--- src/rtl/udma_i2c_cmd_arbiter_if.sv ---
// ---------------------------------------------------------------------------
// udma_i2c_cmd_arbiter_if
//   Command-stream bundle between N_REQ command producers and the I2C control
//   FSM, as seen by the arbiter.
//   Producer side : req_cmd_i / req_last_i / req_valid_i  -> arbiter
//                   req_ready_o                           <- arbiter
//   Sink side     : cmd_o / cmd_valid_o                   -> I2C control
//                   cmd_ready_i                           <- I2C control
//   The _i/_o suffixes are from the arbiter's point of view.
//   Modports: slave = arbiter, master = producers + I2C control (env / bench).
// ---------------------------------------------------------------------------
interface udma_i2c_cmd_arbiter_if #(
  parameter int N_REQ     = 2,
  parameter int CMD_WIDTH = 32
);
  logic [N_REQ*CMD_WIDTH-1:0] req_cmd_i;
  logic [N_REQ-1:0]           req_last_i;
  logic [N_REQ-1:0]           req_valid_i;
  logic [N_REQ-1:0]           req_ready_o;
  logic [CMD_WIDTH-1:0]       cmd_o;
  logic                       cmd_valid_o;
  logic                       cmd_ready_i;

  modport slave (
    input  req_cmd_i, req_last_i, req_valid_i, cmd_ready_i,
    output req_ready_o, cmd_o, cmd_valid_o
  );

  modport master (
    output req_cmd_i, req_last_i, req_valid_i, cmd_ready_i,
    input  req_ready_o, cmd_o, cmd_valid_o
  );
endinterface

--- src/rtl/udma_i2c_cmd_arbiter.sv ---
// ---------------------------------------------------------------------------
// udma_i2c_cmd_arbiter
//   Round-robin, transaction-granular arbiter that shares one I2C command
//   stream between N_REQ producers. A grant lasts from the first word up to
//   the word flagged last. A watchdog aborts an owner that stops presenting
//   words by injecting ABORT_CMD (an I2C STOP).
// Ports:
//   clk_i, rstn_i   clock, asynchronous active-low reset
//   bus (slave)     producer command/handshake lanes and the sink stream
//   cfg_en_i        enables new grants (never interrupts a transaction)
//   cfg_timeout_i   owner idle-cycle limit, 0 disables the watchdog
//   grant_o         one-hot current owner, 0 when none
//   busy_o          transaction or abort in progress
//   timeout_o       one-cycle pulse when the watchdog fires
//   timeout_id_o    index of the last aborted requester
// ---------------------------------------------------------------------------
module udma_i2c_cmd_arbiter #(
  parameter int                   N_REQ     = 2,
  parameter int                   CMD_WIDTH = 32,
  parameter int                   TIMEOUT_W = 16,
  parameter logic [CMD_WIDTH-1:0] ABORT_CMD = 32'h2000_0000
) (
  input  logic                 clk_i,
  input  logic                 rstn_i,
  udma_i2c_cmd_arbiter_if.slave bus,
  input  logic                 cfg_en_i,
  input  logic [TIMEOUT_W-1:0] cfg_timeout_i,
  output logic [N_REQ-1:0]     grant_o,
  output logic                 busy_o,
  output logic                 timeout_o,
  output logic [2:0]           timeout_id_o
);

  typedef enum logic [1:0] {S_IDLE, S_OWN, S_ABORT} state_e;

  state_e               state_q, state_d;
  logic [2:0]           gnt_q, gnt_d;
  logic [2:0]           rr_q, rr_d;
  logic [TIMEOUT_W-1:0] cnt_q, cnt_d;
  logic [2:0]           tid_q, tid_d;
  logic                 tout_q, tout_d;

  logic [CMD_WIDTH-1:0] own_cmd;
  logic                 own_vld, own_last;
  logic                 pick_vld;
  logic [2:0]           pick_idx;
  logic [2:0]           gnt_nxt;
  logic [TIMEOUT_W:0]   cnt_inc;

  logic [CMD_WIDTH-1:0] cmd_d;
  logic                 cmd_vld_d;
  logic [N_REQ-1:0]     rdy_d, grant_d;

  // Owner lane mux.
  always_comb begin
    own_cmd  = '0;
    own_vld  = 1'b0;
    own_last = 1'b0;
    for (int k = 0; k < N_REQ; k++) begin
      if (gnt_q == 3'(k)) begin
        own_cmd  = bus.req_cmd_i[k*CMD_WIDTH +: CMD_WIDTH];
        own_vld  = bus.req_valid_i[k];
        own_last = bus.req_last_i[k];
      end
    end
  end

  // First valid requester at or after rr_q, cyclically. The loop walks the
  // offsets from the far end so the smallest offset is the last writer.
  always_comb begin
    int idx;
    idx      = 0;
    pick_vld = 1'b0;
    pick_idx = '0;
    for (int i = N_REQ - 1; i >= 0; i--) begin
      idx = int'(rr_q) + i;
      if (idx >= N_REQ) idx = idx - N_REQ;
      if (bus.req_valid_i[idx]) begin
        pick_vld = 1'b1;
        pick_idx = 3'(idx);
      end
    end
  end

  assign gnt_nxt = (gnt_q == 3'(N_REQ - 1)) ? 3'd0 : gnt_q + 3'd1;
  // One extra bit so the live compare never wraps; the stored count saturates.
  assign cnt_inc = {1'b0, cnt_q} + 1'b1;

  always_comb begin
    state_d   = state_q;
    gnt_d     = gnt_q;
    rr_d      = rr_q;
    cnt_d     = cnt_q;
    tid_d     = tid_q;
    tout_d    = 1'b0;
    cmd_d     = '0;
    cmd_vld_d = 1'b0;
    rdy_d     = '0;
    grant_d   = '0;

    unique case (state_q)
      S_IDLE: begin
        if (cfg_en_i && pick_vld) begin
          state_d = S_OWN;
          gnt_d   = pick_idx;
          cnt_d   = '0;
        end
      end

      S_OWN: begin
        cmd_d     = own_cmd;
        cmd_vld_d = own_vld;
        for (int k = 0; k < N_REQ; k++) begin
          grant_d[k] = (gnt_q == 3'(k));
          rdy_d[k]   = (gnt_q == 3'(k)) && bus.cmd_ready_i;
        end
        if (own_vld && bus.cmd_ready_i) begin
          cnt_d = '0;
          if (own_last) begin
            state_d = S_IDLE;
            rr_d    = gnt_nxt;
          end
        end else if (!own_vld) begin
          // Only owner silence counts; a stalled sink holds the count.
          if ((cfg_timeout_i != '0) && (cnt_inc >= {1'b0, cfg_timeout_i})) begin
            state_d = S_ABORT;
            tout_d  = 1'b1;
            tid_d   = gnt_q;
            rr_d    = gnt_nxt;
            cnt_d   = '0;
          end else if (!cnt_inc[TIMEOUT_W]) begin
            cnt_d = cnt_inc[TIMEOUT_W-1:0];
          end
        end
      end

      S_ABORT: begin
        cmd_d     = ABORT_CMD;
        cmd_vld_d = 1'b1;
        if (bus.cmd_ready_i) state_d = S_IDLE;
      end

      default: state_d = S_IDLE;
    endcase
  end

  always_ff @(posedge clk_i or negedge rstn_i) begin
    if (!rstn_i) begin
      state_q <= S_IDLE;
      gnt_q   <= '0;
      rr_q    <= '0;
      cnt_q   <= '0;
      tid_q   <= '0;
      tout_q  <= 1'b0;
    end else begin
      state_q <= state_d;
      gnt_q   <= gnt_d;
      rr_q    <= rr_d;
      cnt_q   <= cnt_d;
      tid_q   <= tid_d;
      tout_q  <= tout_d;
    end
  end

  assign bus.cmd_o       = cmd_d;
  assign bus.cmd_valid_o = cmd_vld_d;
  assign bus.req_ready_o = rdy_d;
  assign grant_o         = grant_d;
  assign busy_o          = (state_q != S_IDLE);
  assign timeout_o       = tout_q;
  assign timeout_id_o    = tid_q;

endmodule

--- src/flat_wrapper.sv ---
// flat-port wrapper written by rule: the top's interface ports become plain ports
module udma_i2c_cmd_arbiter_flat 
#(
  parameter int                   N_REQ     = 2,
  parameter int                   CMD_WIDTH = 32,
  parameter int                   TIMEOUT_W = 16,
  parameter logic [CMD_WIDTH-1:0] ABORT_CMD = 32'h2000_0000
)
  (clk_i, rstn_i, cfg_en_i, cfg_timeout_i, grant_o, busy_o, timeout_o, timeout_id_o, bus_req_cmd_i, bus_req_last_i, bus_req_valid_i, bus_cmd_ready_i, bus_req_ready_o, bus_cmd_o, bus_cmd_valid_o);
  udma_i2c_cmd_arbiter_if #(.N_REQ(N_REQ), .CMD_WIDTH(CMD_WIDTH)) bus_i ();
  input  logic clk_i;
  input  logic rstn_i;
  input  logic cfg_en_i;
  input  logic [TIMEOUT_W-1:0] cfg_timeout_i;
  output logic [N_REQ-1:0] grant_o;
  output logic busy_o;
  output logic timeout_o;
  output logic [2:0] timeout_id_o;
  input wire logic [$bits(bus_i.req_cmd_i)-1:0] bus_req_cmd_i;
  input wire logic [$bits(bus_i.req_last_i)-1:0] bus_req_last_i;
  input wire logic [$bits(bus_i.req_valid_i)-1:0] bus_req_valid_i;
  input wire logic [$bits(bus_i.cmd_ready_i)-1:0] bus_cmd_ready_i;
  output wire logic [$bits(bus_i.req_ready_o)-1:0] bus_req_ready_o;
  output wire logic [$bits(bus_i.cmd_o)-1:0] bus_cmd_o;
  output wire logic [$bits(bus_i.cmd_valid_o)-1:0] bus_cmd_valid_o;
  assign bus_i.req_cmd_i = bus_req_cmd_i;
  assign bus_i.req_last_i = bus_req_last_i;
  assign bus_i.req_valid_i = bus_req_valid_i;
  assign bus_i.cmd_ready_i = bus_cmd_ready_i;
  assign bus_req_ready_o = bus_i.req_ready_o;
  assign bus_cmd_o = bus_i.cmd_o;
  assign bus_cmd_valid_o = bus_i.cmd_valid_o;
  udma_i2c_cmd_arbiter #(.N_REQ(N_REQ), .CMD_WIDTH(CMD_WIDTH), .TIMEOUT_W(TIMEOUT_W), .ABORT_CMD(ABORT_CMD)) u_core (.clk_i(clk_i), .rstn_i(rstn_i), .bus(bus_i), .cfg_en_i(cfg_en_i), .cfg_timeout_i(cfg_timeout_i), .grant_o(grant_o), .busy_o(busy_o), .timeout_o(timeout_o), .timeout_id_o(timeout_id_o));
endmodule
--- config.mk ---
export PLATFORM = sky130hd
export DESIGN_NAME = udma_i2c_cmd_arbiter_flat
export DESIGN_NICKNAME = d
export VERILOG_FILES = /design/src/rtl/udma_i2c_cmd_arbiter_if.sv /design/src/rtl/udma_i2c_cmd_arbiter.sv /design/src/flat_wrapper.sv
export SDC_FILE = /design/constraint.sdc
export NUM_CORES = 1
export LEC_CHECK = 0
export ABC_AREA = 1
export BUFFER_PORTS_ARGS = -buffer_cell sky130_fd_sc_hd__buf_2
export CAP_MARGIN = 20
export CORE_MARGIN = 2
export CORE_UTILIZATION = 40
export CTS_BUF_LIST = sky130_fd_sc_hd__clkbuf_8
export CTS_CLUSTER_DIAMETER = 80
export DETAILED_ROUTE_END_ITERATION = 12
export PLACE_DENSITY = 0.76
export SYNTH_ARGS = -nofsm -noshare
export SYNTH_HDL_FRONTEND = slang
export SYNTH_SLANG_ARGS = --single-unit
--- constraint.sdc ---
create_clock -name clk_i -period 3.2 [get_ports clk_i]
set_input_delay 0.16 -clock clk_i [delete_from_list [all_inputs] [get_ports clk_i]]
set_output_delay 0.16 -clock clk_i [all_outputs]
set_load 0.005 [all_outputs]
==> impl.org, run 1 <==
** Die
- The initial utilization of the core area, before any placement, comes to 41.5%.
- I/O pin count :: 130
- In this run the standard cell core region covers roughly 6800 um^2.
- Die ar. :: a little under 8000 um^2
- From bottom edge to top edge, the die measures just under 90 um.
- The initialized floorplan defines 30 standard-cell rows.
- The floorplan step set the die width to ~88 um.

** Logic synthesis
- When the netlist entered floorplanning its net count stood at roughly 550.
- Post-synth top area share :: around 25%
- Top cells by count, synth :: sky130_fd_sc_hd__nand2_1 (159), sky130_fd_sc_hd__inv_1 (52), sky130_fd_sc_hd__a21oi_1 (38)
- Top cells by area in the synthesized netlist :: sky130_fd_sc_hd__dfrtp_1 (25%), sky130_fd_sc_hd__nand2_1 (21%), sky130_fd_sc_hd__ha_1 (11%)
- Most instantiated library cell after synthesis :: sky130_fd_sc_hd__nand2_1
- Library cell occupying the most area in the post-synthesis netlist :: sky130_fd_sc_hd__dfrtp_1
- In this run, synthesis inferred 0 flip-flops with an integrated enable.
- For this run, the number of Yosys warnings is 0.
- The synthesized netlist contains 35 unique library cells.
- Synth Flop Type :: sky130_fd_sc_hd__dfrtp_1
- After synthesis, flip-flops and latches occupy about a quarter of the total area.
- Syn Area/Cell :: around 6.5 um^2
- For this run, asynchronously set or reset flops after synthesis account for 100%.
- Synthesis inferred 28 register bits.
- Cell area after synthesis :: around 2800 um^2
- After technology mapping, the gate count stands at 438.

** Global route
- Global-route usage over all layers :: between 20% and 30%
- Total global routing overflow :: 0
- Global-route wire length before repair :: approximately 13 mm
- Vias in the first global route :: ~2900
- Antenna violations before repair :: 0
- Entering global routing, the biggest net connects 32 pins.

** Place
- At the placement stage, the worst setup path has a slack of ~0.12 ns.
- Final estimated routing congestion in global placement :: 0.853
- HPWL reported at the end of detailed placement :: between 6 and 7 mm
- Input/output buffers :: approximately 130

** Worst hold path
- Class of the most critical hold timing path :: input pin to register

** Timing
- The number of hold-slack violations in the final timing report was 0.
- Headroom to the max-slew limit :: a little under two fifths
- For the pin with the worst max-slew slack, the measured transition is 0.933 ns.
- Final worst setup slack :: 0.150 ns
- Clock skew on the completed layout was measured at approximately 0.0072 ns.
- The final count of pins violating max slew came to 0.
- Tcrit/Tclk final :: 95.3%
- Highest attainable clock frequency :: around 330 MHz
- Final-layout worst hold slack :: ~0.18 ns
- Time the final worst path needs with I/O delays and setup :: 3.05 ns
- Setup violations remaining at the end of the flow were counted as 0.

** Cells and area
- The area growth from synthesis to layout is 30.7%.
- Ant diodes :: 0
- For this run, the post-layout net count is between 600 and 700.
- Share of post-route cells with drive strength above 1 :: between 20 and 30%

** Clocking
- Clock tree sinks :: 28
- After clock tree synthesis, the clock-pin slew on the worst setup and hold paths is 0.09 ns.
- The clock passes through at most 2 buffers.
- In this run the number of H-tree levels came out at 1.
- Clock tree from TritonCTS :: done
- The cell sitting at the root of the clock tree is a sky130_fd_sc_hd__clkbuf_8.
- For the worst-skew pair, the clock arrives at the later sink with an insertion delay of approximately 0.28 ns.
- Clock tree synthesis inserted a total of 3 buffers.

** Setup path
- Setup slack on the worst reg-to-reg path comes out at ~0.15 ns.
- Crit path arrival time :: about 3.3 ns
- Worst path slowest cell :: sky130_fd_sc_hd__dfrtp_1
- Cells along the critical path :: ha_2 > nand2_1 > nor2_2 > nand2_2 > nor2_4 > nand3_2 > nor2_1 > xor2_1 > ha_1 > a21oi_2 > nor2_1 > nor2_1 > nand3_1 > nor2_2 > nand2_4 > nand2_4 > nand3_4 > nand2_4 > nand2_1 > nand2_1
- The largest single stage delay on the critical path is 0.44 ns.
- On the critical path the largest part of the delay comes from simple AND/OR/NAND/NOR gates.
- Type of destination of the critical path :: register
- The critical path is of the register to register type.
- For the worst setup path, the data required time is between 3 and 4 ns.
- Together, buffers and inverters on the worst path number 0.
- STA classifies the critical path startpoint as a register.
- Of all nets on the critical path, the largest fanout is 8.

** Run
- Max-Cap Viols :: 0

** Pwr
- Overall Power :: between 0.0015 and 0.002 W
- Dividing total power by cell area gives a power density of 535 nW/um^2.
- The worst-case IR drop observed on VDD is about 0.27 mV.
- Static Leakage :: approximately 2.1 nW

** Routing
- Number of detailed-routing iterations run before antenna repair :: 4
- DR WL/cell :: 12.5 um
- For this block, the via count after detailed routing is between 3000 and 4000.
- Total wire length :: ~8.2 mm
- DRC violations left :: 0
- After the first detailed-routing iteration, the DRC count stood at 238.
- Avg Vias per Cell :: ~5.0
- Remaining antenna violation count :: 0

** Status
- The flow ran to the end, and the final reports show no timing, DRC or antenna violations.
-- per-stage QoR --
| step | TNS, ns | util, % | cells | cell area [um^2] |
|---|---|---|---|---|
| 3_3_place_gp | 0 | 51.9 | 650 | 3540 |
| 4_1_cts | 0 | 52.8 | 655 | 3610 |
| 3_5_place_dp | 0 | 51.9 | 650 | 3540 |
| 2_1_floorplan | 0 | - | 438 | 2830 |
| 5_1_grt | -0.862 | 54.2 | 660 | 3700 |
| 6_report | 0 | 54.2 | 660 | 3700 |
-- metal layers --
layer  vias up  wire [um]  track usage (%)
met2       122       4190             37.7
met5         -          0                0
met4         0         80             3.44
li1       1677          -                -
met1      1463       3430             26.2
met3        10        528             3.30
-- timing repair --
item	in CTS	in global routing
hold buffers	1	0
setup endpoints to repair	0	19
buffers inserted	0	4
gates resized for setup	0	9
hold endpoints to repair	28	0
-- logic make-up (layout without fill, tap and decap cells) --
kind of cell	Yosys count	after routing	synth area share, %
DFF	28	28	24.7
adders and majority gates	26	26	11.5
xor gates and xnor gates	14	14	4.33
buffers and inverters	72	197	10.0
AOI/OAI and AO/OA	63	63	12.5
and+or+nand+nor	235	236	36.9
-- worst register-to-register path: cells and delay by family (launching register included) --
family                   cells  cell delay [ns]
flip-flops                   1             0.44
adder cells (fa/ha/maj)      2             0.54
AND/OR/NAND/NOR             16             1.67
AO/OA/AOI/OAI                1             0.14
XOR/XNOR                     1             0.21
-- area by class of cell --
type,instances,area (um^2)
flip-flops and latches,28,701
well taps,96,120
repair buffers,136,713
clock buffers,4,55.1
inverters,57,214
multi-input cells,339,1900
fillers,667,3130
-- path summary, 6_finish.rpt --
path	from	end	cells after the start
setup / recovery	u_core.cnt_q[0]$_DFFE_PN0P_	u_core.cnt_q[14]$_DFFE_PN0P_	20
hold / removal	bus_req_valid_i[1]	u_core.gnt_q[0]$_DFFE_PN0P_	3
setup reg to reg	u_core.cnt_q[0]$_DFFE_PN0P_	u_core.cnt_q[14]$_DFFE_PN0P_	20
hold reg to reg	u_core.timeout_id_o[1]$_DFFE_PN0P_	u_core.timeout_id_o[1]$_DFFE_PN0P_	2
max in group asynchronous	rstn_i	u_core.cnt_q[10]$_DFFE_PN0P_	2
min in group asynchronous	rstn_i	u_core.rr_q[0]$_DFFE_PN0P_	2
-- state kept, by name, summed over array words and instances (netlist names) --
register,count
u_core.gnt_q,3
u_core.rr_q,3
u_core.timeout_o,1
u_core.cnt_q,16
u_core.state_q,2
u_core.timeout_id_o,3
-- power by group --
part	switching [W]	total, W	internal (W)	leakage [nW]
clock	0.000108	0.000218	0.000110	0.0288
sequential	0.0000622	0.000470	0.000407	0.381
combinational	0.000842	0.00129	0.000452	1.71
-- layout by cell type (no fill, tap or decap), drive strengths merged --
cell type | synthesis | layout
dfrtp | 28 | 28
o21a | 1 | 1
nor2 | 23 | 23
o21ai | 15 | 15
nand4 | 24 | 24
a22o | 2 | 2
ha | 26 | 26
nand3 | 11 | 11
xnor2 | 3 | 3
o22ai | 2 | 2
nand2 | 165 | 166
nor3b | 2 | 2
a21oi | 39 | 39
a31oi | 1 | 1
nand3b | 1 | 1
nor4 | 5 | 5
a21o | 1 | 1
clkbuf | 11 | 4
buf | 4 | 135
xor2 | 11 | 11
a211oi | 2 | 2
inv | 57 | 57
dlygate4sd3 | 0 | 1
nor3 | 4 | 4
(Power assumes the default switching activity.)
==> run 2: changes to the inputs <==
- MAX_ROUTING_LAYER: unset -> met4
==> run 2 against run 1 <==
  * Final area stayed put
  * Sequential share of layout area unchanged
  * Maximum frequency barely moved
  * Die area stayed put
  * Total power barely moved
==> impl.org, run 2 (same netlist as run 1, synthesis figures left out) <==
** Run
- Max-Cap Viols :: 0 (unchanged)

** Setup path
- Crit. path cell count :: 20 (unchanged)
- Crit path required time :: 3.41 ns (about the same)
- The worst stage delay on the critical path was 0.44 ns (about the same).
- The count of buffer and inverter cells on the critical path is 0 (unchanged).
- STA classifies the critical path endpoint as a register.
- Start-to-end type of the worst setup path :: register to register
- Number of cell instances on the worst register-to-register path :: 20 (unchanged)
- Worst path slowest cell :: sky130_fd_sc_hd__dfrtp_1
- Crit path arrival time :: 3.26 ns (about the same)
- Crit-path max FO :: 8 (unchanged)
- STA classifies the critical path startpoint as a register.
- Worst path top cell family by delay :: simple AND/OR/NAND/NOR gates
- The signal on the critical path passes through ha_2 > nand2_1 > nor2_2 > nand2_2 > nor2_4 > nand3_2 > nor2_1 > xor2_1 > ha_1 > a21oi_2 > nor2_1 > nor2_1 > nand3_1 > nor2_2 > nand2_4 > nand2_4 > nand3_4 > nand2_4 > nand2_1 > nand2_1.

** Die
- The number of placement rows came to 30 (unchanged).
- The area of the die was 7770 um^2 (unchanged).
- The overall die height was 88.2 um (unchanged).
- Effective utilization at floorplan :: 41.5% (unchanged)
- I/O pin count :: 130 (unchanged)
- Floorplan core area :: 6830 um^2 (unchanged)
- DIE WIDTH :: 88.2 um (unchanged)

** Routing
- Total wire length :: 8.22 mm (about the same)
- The average vias per placed instance was 4.96 (+0.12%).
- The average detailed-routed wire length per instance is 12.5 um (about the same).
- The remaining antenna violation count after routing was 0 (unchanged).
- Number of detailed-routing iterations run before antenna repair :: 5 (+1)
- Vias post-DR :: 3276 (+0.12%)
- The DRC violation count after routing came to 0 (unchanged).
- Initial DRC count :: 266 (+12%)

** Pwr
- The combinational power share is 65.3% (about the same).
- The power after layout is 0.00198 W (about the same).
- The switching share of power is 51.1% (about the same).
- Relative contribution of the clock network to total power :: 11.0% (about the same)
- The worst-case vdd ir drop was 0.268 mV (+0.25%).
- The total net switching power came to 0.00101 W (about the same).
- The total power density per cell area is 535 nW/um^2 (about the same).
- The sequential fraction of design power is 23.7% (about the same).
- Static Leakage :: 2.12 nW (unchanged)
- The cell-internal power came to 0.000969 W (about the same).

** Timing
- Tcrit/Tclk final :: 95.3% (about the same)
- The worst clock skew was 0.00897 ns (+0.00177 ns).
- The setup violation total in the final timing report is 0 (unchanged).
- The maximum achievable frequency is 328 MHz (about the same).
- The number of hold-slack violations in the final timing report was 0 (unchanged).
- The max-slew headroom at the worst pin came to 38.5% (+0.92 points).
- Final worst setup slack :: 0.152 ns (+0.00149 ns)
- Summed negative setup slack over all endpoints :: 0 ns (unchanged)
- Time the final worst path needs with I/O delays and setup :: 3.05 ns (-0.00149 ns)
- Worst-margin pin slew :: 0.920 ns (-0.0138 ns)
- The final count of pins violating max slew was 0 (unchanged).

** Global route
- The remaining global-route overflow was 0 (unchanged).
- The pin count of the biggest net entering global routing is 32 (unchanged).
- Vias in the first global route :: 2873 (-0.035%)
- Global-route wire length before repair :: 13.0 mm (about the same)
- Antenna violations before repair :: 0 (unchanged)
- Global-route usage over all layers :: 21.3% (+0.62 points)

** Clocking
- Root buffer cell :: sky130_fd_sc_hd__clkbuf_8
- Clock tree from TritonCTS :: done
- The number of buffers added by the clock tree synthesis step came to 3 (unchanged).
- The maximum clock path buffer count came to 2 (unchanged).
- The clock insertion delay at the later pin of the skew report is 0.28 ns (about the same).
- The level count of the clock H-tree is 1 (unchanged).
- The number of sinks handled by clock tree synthesis was 28 (unchanged).
- The clock edge transition at the registers on the reported setup and hold paths came to 0.10 ns (about the same).

** Cells and area
- Layout overhead on the synthesized area :: 30.7% (unchanged)
- The library cell used most frequently in the layout, excluding fill and tap cells, is sky130_fd_sc_hd__nand2_1.
- The register with the most flip-flops in the final layout is u_core.cnt_q.
- The final standard cell utilization of the core was 54.2% (unchanged).
- Flip-flop count of the largest register, all copies and words added :: 16 (unchanged)
- The number of diodes added for antenna fixing came to 0 (unchanged).
- Share of post-route cells with drive strength above 1 :: 29.6% (unchanged)
- The library cells used most frequently in the layout, excluding fill and tap cells, are sky130_fd_sc_hd__nand2_1 (158), sky130_fd_sc_hd__buf_2 (129), sky130_fd_sc_hd__inv_1 (52), sky130_fd_sc_hd__a21oi_1 (37), sky130_fd_sc_hd__dfrtp_1 (28).
- Total number of nets in the final design :: 679 (unchanged)
- The post-layout instance area was 3700 um^2 (unchanged).

** Place
- HPWL reported at the end of detailed placement :: 6.58 mm (unchanged)
- The worst slack after detailed placement was 0.118 ns (unchanged).
- Post-DP Area :: 3540 um^2 (unchanged)
- Final estimated routing congestion in global placement :: 0.866 (+1.6%)
- The count of input and output buffers was 129 (unchanged).

** Status
- Outcome :: complete, no violations

** Worst hold path
- The instance count along the most critical hold path came to 3 (unchanged).
- Class of the most critical hold timing path :: input pin to register
## run 2: timing repair
| action | in CTS | in global routing |
|---|---|---|
| gates resized for setup | 0 | 9 |
| hold buffers | 1 | 0 |
| setup buffers | 0 | 4 |
| setup endpoints to repair | 0 | 19 |
| hold endpoints to repair | 28 | 0 |
## run 2: power by group through the flow
stage          clock, W  sequential, W  combinational, W
6_report       0.000218       0.000470           0.00129
5_1_grt        0.000235       0.000478           0.00148
4_1_cts        0.000220       0.000467           0.00122
3_5_place_dp          0       0.000473           0.00121
3_3_place_gp          0       0.000470           0.00118
2_1_floorplan         0       0.000459          0.000873
## run 2: worst register-to-register path, cell delays in order, from the launching register on
cell	delay [ns]
sky130_fd_sc_hd__dfrtp_1	0.44
sky130_fd_sc_hd__ha_2	0.24
sky130_fd_sc_hd__nand2_1	0.09
sky130_fd_sc_hd__nor2_2	0.11
sky130_fd_sc_hd__nand2_2	0.10
sky130_fd_sc_hd__nor2_4	0.15
sky130_fd_sc_hd__nand3_2	0.09
sky130_fd_sc_hd__nor2_1	0.14
sky130_fd_sc_hd__xor2_1	0.21
sky130_fd_sc_hd__ha_1	0.29
sky130_fd_sc_hd__a21oi_2	0.14
sky130_fd_sc_hd__nor2_1	0.05
sky130_fd_sc_hd__nor2_1	0.09
sky130_fd_sc_hd__nand3_1	0.10
sky130_fd_sc_hd__nor2_2	0.15
sky130_fd_sc_hd__nand2_4	0.08
sky130_fd_sc_hd__nand2_4	0.10
sky130_fd_sc_hd__nand3_4	0.13
sky130_fd_sc_hd__nand2_4	0.16
sky130_fd_sc_hd__nand2_1	0.07
sky130_fd_sc_hd__nand2_1	0.06
## run 2: metrics by stage
stage	hold WS, ns	instances
2_1_floorplan	-0.136	438
3_3_place_gp	0.206	650
3_5_place_dp	0.214	650
4_1_cts	0.189	655
5_1_grt	0.211	660
6_report	0.184	660
## run 2: per-layer routing
layer	track usage [%]	wire [um]	vias up	part of all wire [%]
met2	37.7	4190	132	51
met1	26.3	3430	1461	42
li1	-	-	1677	-
met4	3.44	63	0	0.77
met3	2.83	535	6	6.5
met5	-	0	-	0
## run 2: path summary, 6_finish.rpt
kind	startpoint	to	slack, ns
min in group asynchronous	rstn_i	u_core.rr_q[0]$_DFFE_PN0P_	0.43
worst min-delay path	bus_req_valid_i[1]	u_core.gnt_q[0]$_DFFE_PN0P_	0.18
worst max register to register	u_core.cnt_q[0]$_DFFE_PN0P_	u_core.cnt_q[14]$_DFFE_PN0P_	0.15
worst min register to register	u_core.timeout_id_o[1]$_DFFE_PN0P_	u_core.timeout_id_o[1]$_DFFE_PN0P_	0.50
worst max-delay path	u_core.cnt_q[0]$_DFFE_PN0P_	u_core.cnt_q[14]$_DFFE_PN0P_	0.15
max in group asynchronous	rstn_i	u_core.cnt_q[10]$_DFFE_PN0P_	2.37
## run 2: layout make-up
cell class                 instances  area, um^2
inverter                          57         214
fill                             667        3130
tap                               96         120
timing repair buffer             136         713
sequential                        28         701
multi-input combinational        339        1900
clock buffer                       4        55.1
